--- src/rtl/multi_sel_acc.sv ---
// Frames four-term product groups on in_grant and accumulates them into one sum.
// Emits the sum with a strobe, counts groups, and flags framing and ratio-check errors.
module multi_sel_acc #(
  parameter int IN_W    = 11,
  parameter int N_TERMS = 4,
  parameter int SUM_W   = 13,
  parameter int CHK_MUL = 19
) (
  input  logic             clk,
  input  logic             rst,
  input  logic             in_grant,
  input  logic [IN_W-1:0]  in_data,
  output logic [SUM_W-1:0] sum_out,
  output logic             sum_valid,
  output logic [7:0]       grp_cnt,
  output logic             seq_err,
  output logic             chk_err
);
  localparam int PH_W  = (N_TERMS > 2) ? $clog2(N_TERMS) : 1;
  localparam int CHK_W = IN_W + 5;
  localparam int CMP_W = (SUM_W > CHK_W) ? SUM_W : CHK_W;
  localparam logic [PH_W-1:0] LAST = PH_W'(N_TERMS - 1);

  typedef enum logic {IDLE, ACC} state_t;

  state_t            state, state_nxt;
  logic [SUM_W-1:0]  acc, acc_nxt;
  logic [IN_W-1:0]   first, first_nxt;
  logic [PH_W-1:0]   phase, phase_nxt;
  logic              done, abort;
  logic [SUM_W-1:0]  sum_now;
  logic [CHK_W-1:0]  chk_prod;
  logic              mismatch;

  assign sum_now  = acc + SUM_W'(in_data);
  assign chk_prod = CHK_W'(first) * CHK_W'(CHK_MUL);
  assign mismatch = CMP_W'(sum_now) != CMP_W'(chk_prod);

  always_comb begin
    state_nxt = state;
    acc_nxt   = acc;
    first_nxt = first;
    phase_nxt = phase;
    done      = 1'b0;
    abort     = 1'b0;
    // A grant always starts a fresh group; in ACC it also drops the partial one.
    if (in_grant) begin
      abort     = (state == ACC);
      acc_nxt   = SUM_W'(in_data);
      first_nxt = in_data;
      phase_nxt = PH_W'(1);
      state_nxt = ACC;
    end else if (state == ACC) begin
      if (phase == LAST) begin
        done      = 1'b1;
        state_nxt = IDLE;
      end else begin
        acc_nxt   = sum_now;
        phase_nxt = phase + PH_W'(1);
      end
    end
  end

  always_ff @(posedge clk) begin
    if (!rst) begin
      state     <= IDLE;
      acc       <= '0;
      first     <= '0;
      phase     <= '0;
      sum_out   <= '0;
      sum_valid <= 1'b0;
      grp_cnt   <= '0;
      seq_err   <= 1'b0;
      chk_err   <= 1'b0;
    end else begin
      state     <= state_nxt;
      acc       <= acc_nxt;
      first     <= first_nxt;
      phase     <= phase_nxt;
      sum_valid <= done;
      seq_err   <= abort;
      chk_err   <= done & mismatch;
      if (done) begin
        sum_out <= sum_now;
        grp_cnt <= grp_cnt + 8'd1;
      end
    end
  end
endmodule

--- config.mk ---
export PLATFORM = sky130hd
export DESIGN_NAME = multi_sel_acc
export DESIGN_NICKNAME = d
export VERILOG_FILES = /design/src/rtl/multi_sel_acc.sv
export SDC_FILE = /design/constraint.sdc
export NUM_CORES = 1
export LEC_CHECK = 0
export ABC_AREA = 0
export CORE_ASPECT_RATIO = 2
export CORE_MARGIN = 2
export CORE_UTILIZATION = 52
export CTS_CLUSTER_DIAMETER = 50
export CTS_CLUSTER_SIZE = 8
export DETAILED_ROUTE_END_ITERATION = 8
export GPL_TIMING_DRIVEN = 0
export PLACE_DENSITY_LB_ADDON = 0.3
export SYNTH_ARGS = -nofsm -noshare
export SYNTH_HDL_FRONTEND = slang
export SYNTH_SLANG_ARGS = --single-unit
--- constraint.sdc ---
create_clock -name clk -period 2.87 [get_ports clk]
set_input_delay 0.4305 -clock clk [delete_from_list [all_inputs] [get_ports clk]]
set_output_delay 0.4305 -clock clk [all_outputs]
set_load 0.005 [all_outputs]
### Word-level counts from Yosys, hierarchy flattened

Index checks and enable logic that the tools add are counted.

| word-level totals | value |
|---|---|
| bits in registers | 51 |
| latch bits | 0 |
| memory bits (writable) | 0 |
| bits in read-only memories | 0 |
| bits of input ports | 14 |
| memories | 0 |

| operators by class | value |
|---|---|
| $add $sub $neg | 3 |
| $mul | 1 |
| divide/modulo/power cells | 0 |
| magnitude comparators | 0 |
| equal/unequal tests | 3 |
| shift operators | 0 |
| multiplexer cells | 12 |
| bitwise gates (word level) | 3 |
| reduce and logical (&&, ||, !) cells | 5 |

Operators with widths:

| operator | number |
|---|---|
| $mux 11 | 3 |
| $mul 11x5->16 const B | 1 |
| $ne 13x16->1 | 1 |
| $add 13x11->13 | 1 |
| $mux 1 | 9 |
| $add 8x1->8 const B | 1 |
| $reduce_and 2->1 | 3 |
| $add 2x1->2 const B | 1 |
| $eq 2x2->1 const B | 1 |
| $ne 2x2->1 const B | 1 |
| $not 1->1 | 2 |
| $reduce_bool 2->1 | 1 |
| $reduce_or 2->1 | 1 |
| $and 1x1->1 | 1 |

### Logic depth before layout (Yosys ltp)

Gate-level depths: netlist (run 1).

| depth | value |
|---|---|
| word-level depth | 5 |
| depth in mapped cells | 12 |
| gate-level depth less buffers | 11 |

### Worst setup path before layout (run 1)

OpenSTA, ideal clock, no wires.

| path | value |
|---|---|
| path kind | register to register |
| start point | register first[6] |
| end point | register chk_err |
| library setup time | 115 ps |
| arrival | 2,890 ps |
| required time | 2,755 ps |
| setup slack | -135 ps |
| stages on the path, launching flop included | 12 |
| buffers on the path | 0 |
| clock period less this slack | 3,005 ps |
| path through | dfxtp_1 ha_1 fa_1 ha_1 a21o_1 a2111oi_0 o31ai_1 a21oi_1 o211ai_1 nor4b_2 nand4_1 and2_1 |

| on the way | value |
|---|---|
| longest elaborated chain between the ends | 3 |

RTL lines:

| what | line | source |
|---|---|---|
| from (decl) | 28 | `logic [IN_W-1:0] first, first_nxt;` |
| from (signal assigned) | 78 | `first <= first_nxt;` |
| $mul 11x5->16 | 36 | `assign chk_prod = CHK_W'(first) * CHK_W'(CHK_MUL);` |
| $ne 13x16->1 | 37 | `assign mismatch = CMP_W'(sum_now) != CMP_W'(chk_prod);` |
| $and 1x1->1 | 82 | `chk_err <= done & mismatch;` |
| to (signal assigned) | 82 |  |
| to (decl) | 17 | `output logic chk_err` |

No other way between the ends.
A chain may end at the register's enable or synchronous reset.

### Worst setup path after layout (run 1)

Same ends and word-level chain as after synthesis.

==> results of run 1 <==
[cell type report]
type | instances | area [µm²]
buffer | 13 | 48.8
fill | 514 | 1930
sequential | 51 | 1050
tap | 90 | 113
inverter | 15 | 56.3
clock inverter | 1 | 8.76
timing repair buffer | 52 | 480
multi-input combinational | 336 | 3060
clock buffer | 7 | 143
[cell usage in the layout (no fill, tap or decap), drive strengths merged, types with 3 or more instances in the layout]
| master | Yosys | routed |
|---|---|---|
| dfxtp | 51 | 51 |
| nand2 | 44 | 44 |
| ha | 39 | 39 |
| clkdlybuf4s50 | 0 | 34 |
| o21ai | 25 | 25 |
| xnor2 | 22 | 22 |
| and2 | 21 | 21 |
| a21oi | 20 | 20 |
| clkbuf | 14 | 20 |
| a21boi | 17 | 17 |
| buf | 0 | 17 |
| nor2 | 17 | 17 |
| inv | 15 | 15 |
| nand2b | 10 | 10 |
| mux2i | 9 | 9 |
| nand3 | 8 | 8 |
| fa | 8 | 8 |
| xor2 | 7 | 7 |
| a21o | 6 | 6 |
| nor3 | 6 | 6 |
| o211a | 5 | 5 |
| nand4 | 5 | 5 |
| o211ai | 5 | 5 |
| nor2b | 5 | 5 |
| a211oi | 5 | 5 |
| and3 | 4 | 4 |
| o21a | 4 | 4 |
| nor4 | 3 | 3 |
| o21bai | 3 | 3 |
| or2 | 3 | 3 |
| nor3b | 3 | 3 |
| a2111oi | 3 | 3 |
| o31ai | 3 | 3 |
[routing by layer]
metal | share of wire | track usage | vias to the layer above
li1 | - | - | 1602
met1 | 0.33 | 0.261 | 1651
met2 | 0.57 | 0.545 | 117
met3 | 0.028 | 0.0364 | 57
met4 | 0.078 | 0.211 | 0
met5 | 0 | 0 | -
[kinds of logic (layout without fill, tap and decap cells)]
kind of cell | after synthesis | count (layout) | share of synthesized area
flip-flops | 51 | 51 | 0.277
AND/OR/NAND/NOR | 133 | 133 | 0.183
multiplexers | 10 | 10 | 0.0274
adder cells (fa/ha/maj) | 47 | 47 | 0.176
buffers and inverters | 29 | 88 | 0.0295
AO/OA/AOI/OAI | 114 | 114 | 0.220
XOR/XNOR | 32 | 32 | 0.0884
[state kept, by name, indices dropped and copies added (netlist names)]
name / cells
chk_err: 1
sum_valid: 1
state: 1
acc: 13
seq_err: 1
sum_out: 13
grp_cnt: 8
phase: 2
first: 11
[worst paths after layout]
check,from,endpoint,slack [ns],cells after the start
worst max-delay path,first[6],chk_err,-0.28,11
worst min-delay path,sum_out[0],sum_out[0],0.46,2
worst max register to register,first[6],chk_err,-0.28,11
worst min register to register,sum_out[0],sum_out[0],0.46,2
[worst max-delay path, cell delays in order (launching register included)]
cell and delay, ns:
dfxtp_4 0.40, ha_4 0.21, fa_1 0.54, ha_4 0.22, a21o_4 0.22, a2111oi_4 0.35
o31ai_4 0.13, a21oi_1 0.18, o211ai_1 0.16, nor4b_4 0.29, nand4_1 0.17, and2_1 0.19
[where the power goes]
| part | leakage, µW | internal (µW) | switching [µW] | total [µW] |
|---|---|---|---|---|
| clock | 0.0000741 | 350 | 282 | 632 |
| combinational | 0.00146 | 365 | 414 | 779 |
| sequential | 0.000422 | 731 | 31.0 | 762 |
| total | 0.00196 | 1450 | 727 | 2170 |
[per-stage QoR]
stage                     instance area [µm²]  hold WS [ns]
after detailed placement                 4220         0.458
after global routing                     4960         0.498
after CTS                                4560         0.467
after global placement                   4220         0.452
after floorplan                          3750         0.440
final                                    4960         0.464
[synth_stat cells, drive strengths merged, types with 3 or more instances]
master   count  area [µm²]
a2111oi      3        26.3
a211oi       5        50.1
a21boi      17         128
a21o         6        45.0
a21oi       20         100
and2        21         131
and3         4        25.0
clkbuf      14        52.6
dfxtp       51        1020
fa           8         160
ha          39         488
inv         15        56.3
mux2i        9        90.1
nand2       44         165
nand2b      10        62.6
nand3        8        40.0
nand4        5        31.3
nor2        17        63.8
nor2b        5        31.3
nor3         6        30.0
nor3b        3        22.5
nor4         3        18.8
o211a        5        50.1
o211ai       5        37.5
o21a         4        30.0
o21ai       25         129
o21bai       3        22.5
o31ai        3        22.5
or2          3        18.8
xnor2       22         193
xor2         7        61.3
[what timing repair did]
| item | 4_1_cts | 5_1_grt |
|---|---|---|
| pin swaps | 16 | 36 |
| cloned | 0 | 0 |
| setup endpoints to repair | 2 | 4 |
| buffers inserted | 4 | 13 |
| resized for setup | 40 | 50 |
==> results by group, run 1 <==
Status
  – Outcome: finished with violations
  – Failing checks: negative setup slack

Route
  – Detailed-route via count: 3427
  – Pre-antenna DRT Iters: 5
  – Post-DR wirelength/cell: 19.6 µm
  – DRT iter0 DRCs: 216
  – # DRC: 0
  – Routed Antenna Nets: 0
  – WL final: 11.1 mm
  – Vias per cell: 6.07

Clock network
  – CTS tree: built
  – Worst-skew pair later-pin latency: 0.30 ns
  – Hold-fix buffers, CTS: 0
  – H-tree Lvls: 2
  – Total CTS buffers: 5
  – Clock sinks: 51
  – Clock transition at path regs: 0.07 ns
  – Clk buf depth: 2
  – Root Driver: clkbuf_16

Timing
  – Hold Violations, Final: 0
  – Measured slew at the worst slew-check pin: 0.547 ns
  – F_max: 317 MHz
  – Clk_skew: 0.0109 ns
  – Setup ws final: -0.284 ns
  – RSZ-0062 raised after global routing: true
  – Setup tns final: -0.284 ns
  – Slew Limit Headroom: 0.635
  – # setup viols final: 1
  – Pins Over Slew Limit: 0
  – Min Clock Period, post-route: 3.15 ns
  – Final worst path period share: 1.10

Finish
  – Share of cells above drive strength 1: 0.211
  – Number of diodes: 0
  – P&R area growth vs syn: 34.3%
  – Final Net Count: 535
  – Post-layout util: 0.720
  – Non-filler cells in the finished layout: 565

Placement
  – RD Place Congestion: 0.913
  – DP Cell Count: 541
  – Dpl ws: -0.739 ns
  – Port-buffer cells: 35
  – Post-DP HPWL: 8.20 mm

Yosys
  – Ys async rst share: 0
  – Post-Syn Instances: 416
  – Ys Warns: 0
  – Register bit total from synthesis: 51
  – Synth Area per Inst: 8.88 µm²
  – Predominant post-synthesis flop cell: dfxtp_1
  – Net Count, Synth: 477
  – Number of flops mapped to enable cells by yosys: 0
  – Sequential area share after synthesis: 0.277
  – Synth cell types: 54
  – Synth Cell Area: 3690 µm²

Pwr
  – Peak VDD IR: 0.000258 V
  – Leak: 0.00196 µW
  – Pwr Density: 438 nW/µm²
  – Pwr Total: 2170 µW

Floorplanning
  – # IOs: 38
  – Core area: 6890 µm²
  – Die Area: 7830 µm²
  – Row count: 43
  – Die Ht: 123 µm
  – Die width: 63.6 µm
  – Starting Density: 0.536

GRT
  – First-pass GRT wire length: 16.9 mm
  – Tot GR Track Use: 0.282
  – Largest net degree at the start of global routing: 16
  – Grt ovf: 0
  – Vias in the first global route: 3541
  – Antenna violations before repair: 0

Worst setup path
  – Critical Path End Type: flip-flop
  – Worst setup SP type: flip-flop
  – WP data required: 3.06 ns
  – CP max FO: 4
  – Type of the worst setup path: flip-flop to flip-flop
  – Data arrival, critical path: 3.35 ns

Worst hold path
  – Hold Crit Class: flip-flop to flip-flop

Flow run
  – Max Cap Viol: 0
No activity file was read; power rests on OpenSTA's default activity.
==> run 2: changes to the inputs <==
--- a/config.mk
+++ b/config.mk
@@ -6,6 +6,7 @@
 export NUM_CORES = 1
 export LEC_CHECK = 0
 export ABC_AREA = 0
+export CAP_MARGIN = 0
 export CORE_ASPECT_RATIO = 2
 export CORE_MARGIN = 2
 export CORE_UTILIZATION = 52
==> results of run 2 <==
Same layout as run 1: the final DEF is identical, and so are final timing and power.
==> run 3: changes to the inputs <==
--- a/config.mk
+++ b/config.mk
@@ -7,11 +7,13 @@
 export LEC_CHECK = 0
 export ABC_AREA = 0
 export CAP_MARGIN = 0
+export CELL_PAD_IN_SITES_DETAIL_PLACEMENT = 1
+export CELL_PAD_IN_SITES_GLOBAL_PLACEMENT = 2
 export CORE_ASPECT_RATIO = 2
 export CORE_MARGIN = 2
-export CORE_UTILIZATION = 52
+export CORE_UTILIZATION = 32
 export CTS_CLUSTER_DIAMETER = 50
-export CTS_CLUSTER_SIZE = 8
+export CTS_CLUSTER_SIZE = 10
 export DETAILED_ROUTE_END_ITERATION = 8
 export GPL_TIMING_DRIVEN = 0
 export PLACE_DENSITY_LB_ADDON = 0.3
==> run 3 against run 2 <==
The run still ends with negative setup slack left; total power increased by 0.71%; routed wire length is 9.5% higher; via count is 2.8% lower; sequential power about the same; setup slack better by 0.017 ns; sequential cell count is the same; global-route usage shrank 7.9 points; cell count rose by 8.3%; critical path type unchanged; highest routed layer unchanged.
==> results by group, run 3 (synthesized netlist as in run 1, its figures left out) <==
Route
  – Met3 Wirelength: 210 µm (was 315 µm)
  – Detailed-route via count: 3330 (was 3427)
  – Post-DR wirelength/cell: 19.9 µm (was 19.6 µm)
  – Vias per cell: 5.44 (was 6.07)
  – WL final: 12.2 mm (was 11.1 mm)
  – Pre-antenna DRT Iters: 4 (was 5)
  – Routed Antenna Nets: 0 (unchanged)
  – DR top layer: met4 (unchanged)
  – Met2 wire length: 7.27 mm (was 6.27 mm)
  – # DRC: 0 (unchanged)
  – DRT met1 WL: 4.10 mm (was 3.65 mm)
  – DRT iter0 DRCs: 101 (was 216)

Timing
  – RSZ-0062 raised after global routing: true (unchanged)
  – Min Clock Period, post-route: 3.14 ns (was 3.15 ns)
  – Final worst path period share: 1.09 (was 1.10)
  – F_max: 319 MHz (was 317 MHz)
  – Setup tns final: -0.267 ns (was -0.284 ns)
  – Slew Limit Headroom: 0.503 (was 0.635)
  – Measured slew at the worst slew-check pin: 0.745 ns (was 0.547 ns)
  – Setup ws final: -0.267 ns (was -0.284 ns)
  – Hold Violations, Final: 0 (unchanged)
  – Pins Over Slew Limit: 0 (unchanged)
  – # setup viols final: 1 (unchanged)
  – Clk_skew: 0.00493 ns (was 0.0109 ns)
  – Worst hold slack: 0.468 ns (was 0.464 ns)

Clock network
  – Clock transition at path regs: 0.07 ns (about the same)
  – Clock sinks: 51 (unchanged)
  – Hold-fix buffers, CTS: 0 (unchanged)
  – H-tree Lvls: 2 (unchanged)
  – Worst-skew pair later-pin latency: 0.29 ns (was 0.30 ns)
  – Root Driver: clkbuf_16 (unchanged)
  – Total CTS buffers: 5 (unchanged)
  – Clk buf depth: 2 (unchanged)
  – CTS tree: built (unchanged)

GRT
  – Antenna violations before repair: 0 (unchanged)
  – Vias in the first global route: 3602 (was 3541)
  – Largest net degree at the start of global routing: 15 (was 16)
  – Tot GR Track Use: 0.203 (was 0.282)
  – First-pass GRT wire length: 19.2 mm (was 16.9 mm)
  – Grt ovf: 0 (unchanged)

Worst setup path
  – FF-to-FF path depth: 9 (was 11)
  – RR Startpoint: first[2] (was first[6])
  – Data arrival, critical path: 3.32 ns (was 3.35 ns)
  – WP data required: 3.05 ns (was 3.06 ns)
  – R2R Path End: chk_err (unchanged)
  – Worst setup SP type: flip-flop (unchanged)
  – Setup slack, reg-to-reg: -0.27 ns (was -0.28 ns)
  – Critical Path End Type: flip-flop (unchanged)
  – Type of the worst setup path: flip-flop to flip-flop (unchanged)
  – CP max FO: 3 (was 4)

Status
  – Outcome: finished with violations (unchanged)
  – Failing checks: negative setup slack (unchanged)

Floorplanning
  – Die width: 80.0 µm (was 63.6 µm)
  – # IOs: 38 (unchanged)
  – Starting Density: 0.327 (was 0.536)
  – Core area: 11300 µm² (was 6890 µm²)
  – Row count: 55 (was 43)
  – Die Area: 12500 µm² (was 7830 µm²)
  – Die Ht: 156 µm (was 123 µm)

Pwr
  – Pwr Total: 2190 µW (was 2170 µW)
  – Switching power: 697 µW (was 727 µW)
  – Int Pwr: 1490 µW (was 1450 µW)
  – Clk pwr share: 0.306 (was 0.291)
  – Logic pwr share: 0.347 (was 0.359)
  – Sequential share of power: 0.347 (was 0.351)
  – Pwr Density: 445 nW/µm² (was 438 nW/µm²)
  – Leak: 0.00195 µW (was 0.00196 µW)
  – Switching share of power: 0.319 (was 0.335)
  – Peak VDD IR: 0.000264 V (was 0.000258 V)

Worst hold path
  – Worst hold start: sum_out[4] (was sum_out[0])
  – Hold Crit Class: flip-flop to flip-flop (unchanged)
  – Hold path endpoint: sum_out[4] (was sum_out[0])
  – Cell count of the worst hold path: 2 (unchanged)

Finish
  – Final Net Count: 531 (was 535)
  – P&R area growth vs syn: 33.1% (was 34.3%)
  – Most frequent cells in the layout: nand2_1 (44), dfxtp_1 (40), clkdlybuf4s50_1 (35) (was nand2_1 (44), dfxtp_1 (40), clkdlybuf4s50_1 (34))
  – Commonest non-fill, non-tap cell in the layout: nand2_1 (unchanged)
  – Regs by FF count: acc: 13 flops, sum_out: 13 flops, first: 11 flops (unchanged)
  – Number of diodes: 0 (unchanged)
  – Final instance area: 4910 µm² (was 4960 µm²)
  – Share of cells above drive strength 1: 0.185 (was 0.211)

Flow run
  – Max Cap Viol: 0 (unchanged)

Placement
  – Placed Area: 4280 µm² (was 4220 µm²)
  – Post-DP HPWL: 9.79 mm (was 8.20 mm)
  – RD Place Congestion: 0.963 (was 0.913)
  – Port-buffer cells: 35 (unchanged)
run 3: repair_timing:
action,in CTS,in global routing
gates resized for setup,53,24
endpoints found under the setup margin,4,4
pin swaps,26,21
buffers inserted,6,7
run 3: through the flow:
step,setup WS [ns],instances,utilization
detailed placement,-0.825,593,0.379
floorplan,0.000247,416,-
finish,-0.267,612,0.435
CTS,-0.244,605,0.419
global route,-0.359,612,0.435
global placement,-0.856,593,0.379
run 3: power groups by stage:
stage          combinational, µW  sequential [µW]  clock (µW)
6_report                     760              759         669
5_1_grt                      825              762         720
4_1_cts                      701              760         686
3_5_place_dp                 621              776           0
3_3_place_gp                 607              775           0
2_1_floorplan                444              766           0
run 3: metal layers:
layer / up-vias / global-route usage
met2: 64 / 0.417
met4: 0 / 0.0928
met5: - / 0
met1: 1639 / 0.193
met3: 28 / 0.0156
li1: 1599 / -
run 3: worst max-delay path, stage by stage (launching register included):
cell       delay (ns)
dfxtp_4          0.37
buf_4            0.14
ha_1             0.36
fa_2             0.61
xor3_4           0.42
a2111oi_4        0.37
o2111ai_2        0.17
nor4b_2          0.23
nand4_1          0.17
and2_1           0.19
run 3: area by class of cell:
cell class,count,area [µm²]
clock inverter,1,30.0
clock buffer,6,129
timing repair buffer,48,448
buffer,13,48.8
fill,1304,6370
multi-input combinational,336,2970
tap,142,178
inverter,15,56.3
sequential,51,1050
run 3: worst max-delay path by stage:
stage	start	endpoint
5_1_grt	first[3]	chk_err
3_5_place_dp	in_data[0]	chk_err
2_1_floorplan	first[6]	chk_err
4_1_cts	first[5]	chk_err
3_3_place_gp	in_data[0]	chk_err
6_report	first[2]	chk_err
==> RTL edit 1: new RTL, config.mk and constraints of run 3 <==
Make the reset (`rst`) asynchronous in one clocked block.
--- a/src/rtl/multi_sel_acc.sv
+++ b/src/rtl/multi_sel_acc.sv
@@ -61,7 +61,7 @@
     end
   end
 
-  always_ff @(posedge clk) begin
+  always_ff @(posedge clk or negedge rst) begin
     if (!rst) begin
       state     <= IDLE;
       acc       <= '0;
Function: differs if rst is asserted again (counterexample within 4 cycles, from zero or initial values and one cycle with rst low); with rst held inactive, the same outputs for 10 cycles.
==> RTL edit 1 against run 3 <==
The run still ends with setup timing left. Clock skew down 0.0016 ns. Core utilization shrank 2.0 points. Highest routed layer unchanged. Wire length decreased by 7.2%. Count of clock-buffer cells in the layout grew 1. Sequential cell count is the same. Synthesized cell count shrank 0.48%. Synthesized area increased by 3.3%. Critical endpoint is now chk_err. Sequential share of layout area rose by 4.9 points. Worst setup slack got worse by 0.0051 ns. Critical path type unchanged. Design area fell by 1.2%. Worst hold slack worse by 0.43 ns.
Power is not compared: it rests on default switching activity, and its combinational part moved more than twofold at a synthesized area within 25%.
==> RTL edit 1: results (changes against run 3) <==
Failing checks: setup timing (unchanged)
Share of layout cells above drive strength 1: 0.147 (was 0.185)
Synth Area in XOR/XNOR: 0.0820 (was 0.0884)
Crit path from: first[6] (was first[2])
Layout clock buffers: 7 (was 6)
Compound-gate portion of the synthesized area: 0.191 (was 0.220)
Largest net degree at the start of global routing: 39 (was 15)
Vias in the first global route: 3648 (was 3602)
Number of non-clock buffers: 62 (was 61)
Critical-path top delay cell: fa_2 (unchanged)
Vias: 3176 (was 3330)
Post-Synth Adder-Cell Area: 0.170 (was 0.176)
Multi-In Gates: 329 (was 336)
Drt first-iter violations: 114 (was 101)
Post-Syn Nets: 475 (was 477)
Multi-input logic area: 2620 µm² (was 2970 µm²)
Area grow syn2layout: 27.3% (was 33.1%)
Reg2reg path depth: 10 (was 9)
# setup viols final: 1 (unchanged)
Synth cell types: 54 (unchanged)
Max Fanout on Critical Path: 6 (was 3)
Register area share after synthesis: 0.335 (was 0.277)
Placer Congestion: 0.811 (was 0.963)
Placed cell area: 4440 µm² (was 4280 µm²)
Inverters, non-clock: 20 (was 15)
Layout fillers: 1313 (was 1304)
RR Endpoint: chk_err (unchanged)
Status: complete, but fails checks (unchanged)
Least-Margin Pin Slew: 0.633 ns (was 0.745 ns)
Min-Delay Path Class: primary input to asynchronous set/reset pin (was flop to flop)
Largest regs: acc x13, sum_out x13, first x11 (unchanged)
Multiplexer area fraction after synthesis: 0.0236 (was 0.0274)
Ys flop type: dfrtp_1 (was dfxtp_1)
Fin nets: 530 (was 531)
PortBufs: 37 (was 35)
Ranking of synthesized cells by area: dfrtp_1 (33%), ha_1 (13%), o21ai_0 (5.5%) (was dfxtp_1 (28%), ha_1 (13%), xnor2_1 (5.2%))
GRT Total Usage: 0.193 (was 0.203)
Signal buf overhead: 0.113 (was 0.101)
Clock buf/inv share: 0.0312 (was 0.0323)
Routed WL per cell: 18.3 µm (was 19.9 µm)
Fraction of area in registers: 0.263 (was 0.214)
Worst slack, placed: -1.09 ns (was -0.825 ns)
First-pass GRT wire length: 18500 µm (was 19200 µm)
Final TNS setup: -0.272 ns (was -0.267 ns)
Post-synth EDFFs: 0 (unchanged)
Antenna diode count: 0 (unchanged)
Deepest clock path buffer count: 2 (unchanged)
Ys async rst share: 1.00 (was 0)
Setup WS post-layout: -0.272 ns (was -0.267 ns)
Post-detail-place hpwl: 8860 µm (was 9790 µm)
Multi-input logic portion of the cell area: 0.540 (was 0.605)
Worst clock skew: 0.00337 ns (was 0.00493 ns)
Post-synth top cells: dfrtp_1 (51), nand2_1 (48), o21ai_0 (42), ha_1 (39), nor2_1 (28) (was dfxtp_1 (51), nand2_1 (44), ha_1 (39), o21ai_0 (24), xnor2_1 (22))
RTL edit 1: cell types whose count changed after synthesis, sizes merged, moves of 7 or more:
| cell | before | now |
|---|---|---|
| dfrtp | 0 | 51 |
| a21boi | 17 | 2 |
| o21ai | 25 | 46 |
| and2 | 21 | 3 |
| nor2 | 17 | 28 |
| dfxtp | 51 | 0 |
| a21oi | 20 | 27 |
RTL edit 1: critical path: cells and delay by family, from the launching register on:
kind,cells,cell delay (ns)
AOI/OAI and AO/OA,7,1.43
adders and majority gates,3,1.14
DFF,1,0.45
RTL edit 1: routing by layer:
metal / wire length [µm] / vias to the layer above / part of all wire / global-route usage
met2: 6500 / 53 / 0.58 / 0.379
met3: 162 / 23 / 0.014 / 0.0193
met1: 4130 / 1548 / 0.37 / 0.194
met4: 482 / 0 / 0.043 / 0.0952
met5: 0 / - / 0 / 0
li1: - / 1552 / - / -
RTL edit 1: what timing repair did:
item | 4_1_cts | 5_1_grt
setup buffers | 7 | 3
cloned | 0 | 0
resized for setup | 25 | 10
setup endpoints to repair | 5 | 2
pin swaps | 10 | 9
RTL edit 1: worst max path at each step:
stage	cells after the start	slack, ns	to
global placement	12	-1.10	chk_err
floorplan	11	0.005	chk_err
global route	11	-0.43	chk_err
CTS	11	-0.30	chk_err
detailed placement	12	-1.09	chk_err
finish	10	-0.27	chk_err
RTL edit 1: through the flow:
stage	hold slack, ns	power [mW]	cells	util
floorplan	0.135	3.10	414	-
global placement	0.462	3.93	596	0.378
detailed placement	0.365	4.02	597	0.379
CTS	0.0495	4.85	612	0.408
global route	0.0564	5.31	615	0.415
finish	0.0416	4.89	615	0.415
RTL edit 1: power by group:
| group | internal [mW] | switching [mW] |
|---|---|---|
| sequential | 0.942 | 0.171 |
| combinational | 1.44 | 1.70 |
| clock | 0.350 | 0.279 |
==> RTL edit 2: new RTL, flow settings as in run 3 <==
Without the edit above. Change the parameter `N_TERMS` from 4 to 2.
--- a/src/rtl/multi_sel_acc.sv
+++ b/src/rtl/multi_sel_acc.sv
@@ -2,7 +2,7 @@
 // Emits the sum with a strobe, counts groups, and flags framing and ratio-check errors.
 module multi_sel_acc #(
   parameter int IN_W    = 11,
-  parameter int N_TERMS = 4,
+  parameter int N_TERMS = 2,
   parameter int SUM_W   = 13,
   parameter int CHK_MUL = 19
 ) (
Function: changed (Yosys sat finds a counterexample within 4 cycles, from zero or initial values and one cycle with rst low).
==> RTL edit 2 against run 3 <==
The flow still finishes with violations (setup timing). Wire length is 6.7% lower. Synthesized cell count is 2.6% lower. Maximum frequency is 5.2% lower. Worst setup slack worse by 0.17 ns. Sequential cell count is 1 lower. Total power is 2.8% lower. Design area is 5.9% lower. Synthesized area is 4.5% lower.
==> RTL edit 2: results (changes against run 3) <==
Hold wc startpoint: sum_out[10] (was sum_out[4])
GR met2 Demand/Resource: 0.407 (was 0.417)
Post-Syn Nets: 465 (was 477)
Ranking of synthesized cells by area: dfxtp_1 (28%), ha_1 (13%), nand2_1 (6.4%) (was dfxtp_1 (28%), ha_1 (13%), xnor2_1 (5.2%))
Reg2reg path depth: 13 (was 9)
GRT Total Usage: 0.198 (was 0.203)
Setup WS post-layout: -0.440 ns (was -0.267 ns)
Routed WL per cell: 18.9 µm (was 19.9 µm)
Status: complete, but fails checks (unchanged)
CP top delay family: compound AO/OA/AOI/OAI gates (was adder cells)
Fin Hold WS: 0.466 ns (was 0.468 ns)
Arr. time, crit path: 3.48 ns (was 3.32 ns)
Synth Area in XOR/XNOR: 0.104 (was 0.0884)
Max-slew headroom: 0.499 (was 0.503)
Synth cell types: 44 (was 54)
Worst hold endpoint: sum_out[10] (was sum_out[4])
# setup viols final: 1 (unchanged)
Maximum vdd drop: 379 µV (was 264 µV)
Max Fanout on Critical Path: 5 (was 3)
Failing checks: setup timing (unchanged)
Post-Synth Adder-Cell Area: 0.180 (was 0.176)
DP Cell Count: 580 (was 593)
Post-synth top cells: nand2_1 (60), dfxtp_1 (50), ha_1 (38) (was dfxtp_1 (51), nand2_1 (44), ha_1 (39), o21ai_0 (24), xnor2_1 (22))
Vias: 3089 (was 3330)
Crit path from: first[6] (was first[2])
Placer Congestion: 0.838 (was 0.963)
Compound-gate portion of the synthesized area: 0.192 (was 0.220)
Leakage: 1.86 nW (was 1.95 nW)
-- RTL edit 2: cell count changes in the layout (fill, tap and decap cells not counted), moves of 4 or more --
cell,change
xnor2_1,+4
o21a_1,-4
a21boi_0,-4
nand2b_1,-5
nor2b_1,+4
ha_2,-4
inv_1,-7
nor3_1,-5
xor2_1,+9
nand2_1,+15
nor2_1,+4
-- RTL edit 2: cells by family (layout without fill, tap and decap cells) --
| kind of cell | count (synthesis) | in the layout |
|---|---|---|
| buf+inv | 23 | 77 |
| simple gates | 137 | 137 |
| compound gates | 100 | 100 |
| mux | 9 | 9 |
| xor+xnor | 40 | 40 |
| flops | 50 | 50 |
| fa+ha+maj | 46 | 46 |
-- RTL edit 2: worst min-delay path, delay by kind of cell, from the launching register on --
kind / cells / cell delay, ns
flip-flops: 1 / 0.32
AO/OA/AOI/OAI: 1 / 0.05
AND/OR/NAND/NOR: 1 / 0.06
-- RTL edit 2: power breakdown --
| part | total, mW | internal (mW) | switching, mW |
|---|---|---|---|
| sequential | 0.753 | 0.721 | 0.0320 |
| clock | 0.707 | 0.431 | 0.276 |
| combinational | 0.667 | 0.302 | 0.365 |
| total | 2.13 | 1.45 | 0.673 |
-- RTL edit 2: layout make-up --
class | count | area, µm² | share of cell area
tap | 140 | 175 | 0.0379
buffer | 15 | 63.8 | 0.0138
sequential | 50 | 1030 | 0.223
multi-input combinational | 332 | 2720 | 0.587
clock buffer | 6 | 139 | 0.0300
clock inverter | 1 | 30.0 | 0.00649
timing repair buffer | 47 | 439 | 0.0949
inverter | 8 | 30.0 | 0.00649
-- RTL edit 2: what timing repair did --
item	4_1_cts	5_1_grt
pin swaps	13	9
endpoints found under the setup margin	5	6
setup buffers	10	2
gates resized for setup	24	22
endpoints found under the hold margin	0	0
